==> src/rtl/btn_press_classifier_pkg.sv <==
// btn_pkg: shared types and default timing constants for the button press
// classifier.
//   press_state_t    - classifier FSM state encoding
//   LONG_TICKS_DEF   - default hold length (ticks) that makes a long press
//   DCLICK_TICKS_DEF - default release gap (ticks) allowed for a double click
//   max_int          - helper used to size the tick counter ceiling
package btn_pkg;

    typedef enum logic [2:0] {
        IDLE,
        PRESS1,
        LONG,
        GAP,
        PRESS2
    } press_state_t;

    localparam int LONG_TICKS_DEF   = 100;
    localparam int DCLICK_TICKS_DEF = 30;

    function automatic int max_int(input int a, input int b);
        return (a > b) ? a : b;
    endfunction

endpackage

==> src/rtl/btn_press_classifier_edge_det.sv <==
// edge_det: registers a synchronous level and flags its rising and falling
// edges combinationally against the registered copy.
//   clk     - system clock
//   reset   - synchronous, active-high
//   d       - level input, synchronous to clk
//   rise    - d is high now and was low last cycle
//   fall    - d is low now and was high last cycle
// RST_VAL sets the registered copy on reset. Resetting it high means a level
// that is already high when reset releases does not look like a rising edge.
module edge_det #(
    parameter logic RST_VAL = 1'b1
) (
    input  logic clk,
    input  logic reset,
    input  logic d,
    output logic rise,
    output logic fall
);

    logic d_q;

    always_ff @(posedge clk) begin
        if (reset) begin
            d_q <= RST_VAL;
        end else begin
            d_q <= d;
        end
    end

    assign rise = d & ~d_q;
    assign fall = ~d & d_q;

endmodule

==> src/rtl/btn_press_classifier.sv <==
// btn_press_classifier: turns the debounced button level into one-cycle
// short_press / long_press / double_click pulses, timing gestures with the
// shared 10 ms tick.
//   clk          - system clock
//   reset        - synchronous, active-high
//   db           - debounced button level
//   tick         - one-cycle strobe every 10 ms
//   short_press  - single press released early, no second press in the gap
//   long_press   - hold reached LONG_TICKS
//   double_click - second press started inside the gap window
//   busy         - FSM is away from IDLE
//
// state  | meaning
// -------+-------------------------------------------------------------
// IDLE   | waiting for a press
// PRESS1 | first press held, timing toward a long press
// LONG   | long press already reported, waiting for release
// GAP    | first press released, timing the double-click window
// PRESS2 | second press of a double click held, waiting for release
module btn_press_classifier
    import btn_pkg::*;
#(
    parameter int LONG_TICKS   = LONG_TICKS_DEF,
    parameter int DCLICK_TICKS = DCLICK_TICKS_DEF,
    parameter int CW           = 8
) (
    input  logic clk,
    input  logic reset,
    input  logic db,
    input  logic tick,
    output logic short_press,
    output logic long_press,
    output logic double_click,
    output logic busy
);

    localparam logic [CW-1:0] LONG_LAST   = CW'(LONG_TICKS - 1);
    localparam logic [CW-1:0] DCLICK_LAST = CW'(DCLICK_TICKS - 1);
    localparam logic [CW-1:0] CNT_MAX     = CW'(max_int(LONG_TICKS, DCLICK_TICKS) - 1);

    press_state_t  state;
    press_state_t  state_nxt;
    logic [CW-1:0] cnt;
    logic          rise;
    logic          fall;
    logic          short_nxt;
    logic          long_nxt;
    logic          dclick_nxt;

    edge_det #(
        .RST_VAL (1'b1)
    ) u_edge_det (
        .clk   (clk),
        .reset (reset),
        .d     (db),
        .rise  (rise),
        .fall  (fall)
    );

    // Edges take priority over tick timeouts so a release or re-press landing
    // on the same cycle as the deadline still counts as the earlier gesture.
    always_comb begin
        state_nxt  = state;
        short_nxt  = 1'b0;
        long_nxt   = 1'b0;
        dclick_nxt = 1'b0;
        case (state)
            IDLE: begin
                if (rise) begin
                    state_nxt = PRESS1;
                end
            end
            PRESS1: begin
                if (fall) begin
                    state_nxt = GAP;
                end else if (tick && (cnt == LONG_LAST)) begin
                    state_nxt = LONG;
                    long_nxt  = 1'b1;
                end
            end
            LONG: begin
                if (fall) begin
                    state_nxt = IDLE;
                end
            end
            GAP: begin
                if (rise) begin
                    state_nxt  = PRESS2;
                    dclick_nxt = 1'b1;
                end else if (tick && (cnt == DCLICK_LAST)) begin
                    state_nxt = IDLE;
                    short_nxt = 1'b1;
                end
            end
            PRESS2: begin
                if (fall) begin
                    state_nxt = IDLE;
                end
            end
            default: begin
                state_nxt = IDLE;
            end
        endcase
    end

    always_ff @(posedge clk) begin
        if (reset) begin
            state        <= IDLE;
            cnt          <= '0;
            short_press  <= 1'b0;
            long_press   <= 1'b0;
            double_click <= 1'b0;
            busy         <= 1'b0;
        end else begin
            state <= state_nxt;
            // Counter restarts on any state change, so a tick coinciding with
            // a transition is not credited to the new state. It saturates in
            // states that never time out instead of wrapping.
            if (state_nxt != state) begin
                cnt <= '0;
            end else if (tick && (cnt != CNT_MAX)) begin
                cnt <= cnt + CW'(1);
            end
            short_press  <= short_nxt;
            long_press   <= long_nxt;
            double_click <= dclick_nxt;
            busy         <= (state_nxt != IDLE);
        end
    end

endmodule

==> config.mk <==
export PLATFORM = sky130hd
export DESIGN_NAME = btn_press_classifier
export DESIGN_NICKNAME = d
export VERILOG_FILES = /design/src/rtl/btn_press_classifier_pkg.sv /design/src/rtl/btn_press_classifier_edge_det.sv /design/src/rtl/btn_press_classifier.sv
export SDC_FILE = /design/constraint.sdc
export NUM_CORES = 1
export LEC_CHECK = 0
export ABC_AREA = 1
export ABC_CLOCK_PERIOD_IN_PS = 1900
export CAP_MARGIN = 20
export CELL_PAD_IN_SITES_DETAIL_PLACEMENT = 1
export CELL_PAD_IN_SITES_GLOBAL_PLACEMENT = 2
export CORE_ASPECT_RATIO = 1.5
export CORE_MARGIN = 2
export CORE_UTILIZATION = 32
export CTS_CLUSTER_DIAMETER = 40
export DETAILED_ROUTE_END_ITERATION = 8
export HOLD_SLACK_MARGIN = 0.15
export PLACE_DENSITY_LB_ADDON = 0.1
export SLEW_MARGIN = 20
export SYNTH_ARGS = -nofsm -noshare
export SYNTH_HDL_FRONTEND = slang
export SYNTH_SLANG_ARGS = --single-unit
==> constraint.sdc <==
create_clock -name clk -period 1.9 [get_ports clk]
set_input_delay 0.38 -clock clk [delete_from_list [all_inputs] [get_ports clk]]
set_output_delay 0.38 -clock clk [all_outputs]
set_load 0.01 [all_outputs]
* After elaboration in Yosys (flattened, before gate mapping)
Index checks and enable logic that the tools add are counted.
** Storage, ports and cells
- Register bits :: 16
- Bits of input ports :: 4
- Output and inout bits :: 4
- Logic and storage cells :: 42
** Operators by class
- Add/sub/neg operators :: 1
- Equal/unequal tests :: 8
- Muxes and demuxes :: 10
- Bitwise operators :: 6
- Reductions and logical operators :: 10
** Operator list (count)
- 2-to-1 mux 3 bit :: 6
- case mux 3 bit (4 select lines) :: 1
- adder 8 x 1 -> 8 bit (second input constant) :: 1
- == test 8 x 5 -> 1 bit (second input constant) :: 1
- == test 8 x 7 -> 1 bit (second input constant) :: 1
- inequality test 8 x 7 -> 1 bit (second input constant) :: 1
- == test 3 x 2 -> 1 bit (second input constant) :: 2
- OR reduction 2 bit :: 3
- OR reduction 3 bit :: 2
- NOT 1 bit :: 4
- == test 3 x 1 -> 1 bit (second input constant) :: 1
- == test 3 bit (second input constant) :: 1
- logical AND 1 bit :: 3
- zero test 3 bit :: 1
- 2-to-1 mux 1 bit :: 3
- inequality test 3 bit :: 1
- nonzero test 3 bit :: 1
- bitwise AND 1 bit :: 2

* Depth between registers and ports, before layout
- Depth after elaboration :: 7
- Gate-level depth with buffers :: 11
- Mapped depth without buffers :: 11

* Hierarchy
Synthesis repeated with hierarchy kept, for this count alone.
** Unflattened totals
- Cells, all modules :: 141
- Area, all modules :: 1029.7 µm²
** By module, submodules not included
- btn_press_classifier :: times used 1, cells an instance 134, area an instance 987.2 µm², sequential area each 300.3 µm²
- edge_det :: times used 1, cells an instance 7, area an instance 42.5 µm², sequential area each 20.0 µm²

* Worst setup path after synthesis
No wires, ideal clock.
- Kind :: flip-flop to flip-flop
- From :: reg cnt[0]
- To :: reg cnt[4]
- Library setup time :: 119 ps
- Data arrival time :: 1312 ps
- Data required time :: 1781 ps
- Setup slack :: 469 ps
- Cell stages (with the launch flop) :: 9
- Buffers on the path :: 0
- Clock period less this slack :: 1431 ps
- Path through :: dfxtp_1 -> ha_1 -> nand3_2 -> nor2_4 -> nand3_1 -> nand2_1 -> nand3_2 -> nand3_4 -> nor3_2
** Between the ends
- Longest elaborated chain between the ends :: 7
- Elaborated cells between the ends (all ways) :: 14
- Classes of those cells :: 1 x add/sub; 4 x eq/ne; 5 x mux; 4 x reduce/logical
** Ends and longest elaborated chain
- start, declared :: RTL line btn_press_classifier.sv:43 : logic [CW-1:0] cnt;
- start signal, assigned :: RTL line btn_press_classifier.sv:122 : cnt <= cnt + CW'(1);
- == test 8 x 5 -> 1 bit or == test 8 x 7 -> 1 bit (tied branches) :: RTL line btn_press_classifier.sv:90, btn_press_classifier.sv:76
- logical AND 1 bit, on equally long branches :: RTL line btn_press_classifier.sv:90, btn_press_classifier.sv:76
- 2-to-1 mux 3 bit, on equally long branches :: RTL line btn_press_classifier.sv:90, btn_press_classifier.sv:76
- 2-to-1 mux 3 bit, on equally long branches :: RTL line btn_press_classifier.sv:87, btn_press_classifier.sv:74
- case mux 3 bit (4 select lines) :: RTL line btn_press_classifier.sv:67 : case (state)
- inequality test 3 bit :: RTL line btn_press_classifier.sv:119 : if (state_nxt != state) begin
- OR reduction 2 bit (no source line)
Several ways; a longest one is shown, not always the timed one.
A chain may end at the register's enable or synchronous reset.

* Worst setup path after layout
- From :: reg cnt[1]
- To :: reg busy
** Between the ends
- Longest elaborated chain between the ends :: 6
- Elaborated cells between the ends (all ways) :: 10
- Classes of those cells :: 2 x eq/ne; 5 x mux; 3 x reduce/logical
** Ends and longest elaborated chain
- == test 8 x 5 -> 1 bit or == test 8 x 7 -> 1 bit (tied branches) :: RTL line btn_press_classifier.sv:90, btn_press_classifier.sv:76
- logical AND 1 bit, on equally long branches :: RTL line btn_press_classifier.sv:90, btn_press_classifier.sv:76
- 2-to-1 mux 3 bit, on equally long branches :: RTL line btn_press_classifier.sv:90, btn_press_classifier.sv:76
- 2-to-1 mux 3 bit, on equally long branches :: RTL line btn_press_classifier.sv:87, btn_press_classifier.sv:74
- case mux 3 bit (4 select lines) * :: RTL line btn_press_classifier.sv:67
- nonzero test 3 bit * :: RTL line btn_press_classifier.sv:127 : busy <= (state_nxt != IDLE);
- end signal, assigned :: RTL line btn_press_classifier.sv:127
- end, declared :: RTL line btn_press_classifier.sv:34 : output logic busy
Mark *: on every way between the ends. The rest lies on a longest branch, timed or not.

==> flow_metrics.py <==
metrics = {
    "global_routing": {
        "grt_use_total": 0.150,
        "grt_max_degree": 10,
        "antenna_found_initial": 0,
        "grt_pass1_wl_um": 3980,
        "grt_pass1_vias": 924,
        "overflow": 0,
    },
    "yosys": {
        "synth_common_cells": "nand2_1 (31), inv_1 (18), dfxtp_1 (16)",
        "ys_types": 24,
        "synth_edf_count": 0,
        "yosysSeqAreaShare": 0.324,
        "synth.avg_cell_area_um2": 7.37,
        "synth.area.top_cells": "dfxtp_1 (32%), nand2_1 (12%), nor3_2 (9.1%)",
        "ys.flop_type": "dfxtp_1",
        "netlist_area_um2": 987,
        "syn_inst": 134,
        "ys_seq_elements": 16,
        "postSynth.asyncResetShare": 0,
        "synth_top_cell_area_share": 0.324,
        "synth.most_common_cell": "nand2_1",
        "syn_nets": 140,
        "synth_warnings": 0,
        "synth_top_cell_by_area": "dfxtp_1",
    },
    "cts": {
        "cts-root-buf": "clkbuf_8",
        "postCtsSetupRepairBufs": 0,
        "cts_buffers": 3,
        "cts_max_level": 1,
        "clock-sinks": 16,
        "worst_skew_pair.late_latency_ps": 250,
        "cts_buffer_depth": 2,
        "ctsHoldBuffers": 0,
        "post_cts_resize_count": 0,
        "cts_tree": "built",
        "cts.reportedPaths.clkPinSlew_ps": 60,
    },
    "final_layout": {
        "area_delta_synth_final_pct": 19.5,
        "final_util": 0.405,
        "drive_gt1_frac": 0.257,
        "insertedDiodeCount": 0,
        "fin_nets": 155,
    },
    "placed_design": {
        "gp_congestion": 0.765,
        "hpwl_um": 1960,
        "pre_cts_ws_ps": 61.1,
        "io_buffer_count": 7,
    },
    "floorplanning": {
        "die_x_um": 49.4,
        "die-height_um": 72.0,
        "num_io_pins": 8,
        "dieArea_um2": 3550,
        "start_util": 0.339,
        "rows": 24,
        "core_um2": 2910,
    },
    "hold_path": {
        "worstHoldPathType": "reg -> reg",
    },
    "drt": {
        "drt_wl_total_um": 2370,
        "wl_per_cell_um": 12.7,
        "dr.pass1.iters": 4,
        "drc": 0,
        "ant_nets": 0,
        "viasPerCell": 4.64,
        "drtIter0Drc": 5,
        "vias": 867,
    },
    "worst_setup_path": {
        "cpPeakStageDelay_ps": 390,
        "cp.required_ps": 2050,
        "cpMostUsedCell": "nand2_1",
        "worst-path-buf-inv": 1,
        "critPathKind": "reg -> reg",
        "critPathLaunchType": "register",
        "worstPathArrival_ps": 1740,
        "path_cells": "ha_1 > nand3_2 > nor2_4 > nand3_1 > nand2_1 > nand2_1 > nand2_1 > inv_2 > nor2_2 > o21ai_1",
        "slowest_stage": "dfxtp_1",
        "crit_fanout": 5,
        "path_delay_family": "simple AND/OR/NAND/NOR gates",
        "cp-end-kind": "register",
    },
    "pwr": {
        "p_leak_nw": 0.469,
        "irDropWorstVdd_uv": 496,
        "power.total_w": 0.000756,
        "p_per_area_nw_per_um2": 641,
    },
    "timing": {
        "fmax_mhz": 626,
        "tightestPinTransition_ps": 321,
        "hold_viol": 0,
        "final.setup_skew_ps": 2.73,
        "finalCritPeriodShare": 0.841,
        "period_minus_slack_ps": 1600,
        "slew_headroom": 0.786,
        "rsz0062_at_grt": "false",
        "setup_tns_ps": 0,
        "setup-violations-final": 0,
        "report.final.slew_viol_count": 0,
        "fin_hold_ws_ps": 598,
        "fin_ws_ps": 303,
    },
    "job": {
        "cap_violations": 0,
    },
    "run_status": {
        "outcome": "complete, no violations",
    },
}
-- final cells by class --
type,count,area [um2]
multi-input cells,94,569
clock buffers,4,55.1
inverters,23,86.3
fillers,383,1730
well taps,39,48.8
repair buffers,11,100
flip-flops and latches,16,320
-- cells in the final DEF, fill, tap and decap left out --
| cell type | Yosys | routed |
|---|---|---|
| dfxtp_1 | 16 | 16 |
| nand2_1 | 31 | 31 |
| nand3_2 | 3 | 3 |
| clkbuf_8 | 0 | 4 |
| a21oi_1 | 3 | 3 |
| xor2_1 | 4 | 4 |
| nor2_1 | 10 | 10 |
| nand3_1 | 5 | 5 |
| nor3_1 | 2 | 2 |
| a21oi_2 | 3 | 3 |
| clkdlybuf4s50_1 | 0 | 7 |
| inv_2 | 5 | 5 |
| xnor2_1 | 1 | 1 |
| buf_4 | 0 | 4 |
| o21ai_0 | 5 | 5 |
| nor3_2 | 9 | 9 |
| o21ai_1 | 1 | 1 |
| nor2_2 | 4 | 4 |
| inv_1 | 18 | 18 |
| nand3_4 | 1 | 1 |
| nor2_4 | 2 | 2 |
| ha_1 | 2 | 2 |
| nor4_1 | 1 | 1 |
| nand4_1 | 4 | 4 |
| nand2_2 | 2 | 2 |
| nand2_4 | 1 | 1 |
-- sequential cells by signal, indices dropped and copies added (netlist names) --
| signal | count |
|---|---|
| state | 3 |
| long_press | 1 |
| busy | 1 |
| cnt | 8 |
| u_edge_det.d_q | 1 |
| double_click | 1 |
| short_press | 1 |
-- worst register-to-register path: cells and delay by family (launching register included) --
family	cells	cell delay [ps]
DFF	1	390
buffers and inverters	1	50
adders and majority gates	1	280
and+or+nand+nor	7	710
AOI/OAI and AO/OA	1	60
-- report_power, final --
part | internal (W) | switching, W
sequential | 0.000345 | 0.00000834
clock | 0.000184 | 0.000117
combinational | 0.0000395 | 0.0000619
total | 0.000569 | 0.000188
-- routing by layer --
metal  vias to the layer above  global-route usage  wire [um]  share of wire
met5                         -                   0          0              0
met4                         0              0.0857         44          0.019
met3                         4              0.0206         33          0.014
met2                         6               0.309       1410           0.60
met1                       406               0.132        873           0.37
li1                        451                   -          -              -
-- path summary, 6_finish.rpt --
| check | from | to | slack, ps | cells past startpoint |
|---|---|---|---|---|
| max | cnt[1] | busy | 300 | 10 |
| min | state[0] | short_press | 600 | 2 |
| max reg2reg | cnt[1] | busy | 300 | 10 |
| min reg2reg | state[0] | short_press | 600 | 2 |
-- stage by stage --
step / std cells / area, um2
2_1_floorplan: 134 / 987
3_3_place_gp: 183 / 1120
3_5_place_dp: 183 / 1120
4_1_cts: 187 / 1180
5_1_grt: 187 / 1180
6_report: 187 / 1180
-- kinds of logic after synthesis --
group           count (synthesis)  synth area share
xor+xnor                        5            0.0444
compound gates                 12            0.0722
fa+ha+maj                       2            0.0253
flops                          16             0.324
simple gates                   75             0.435
buf+inv                        24            0.0989
No activity file was read; power rests on OpenSTA's default activity.
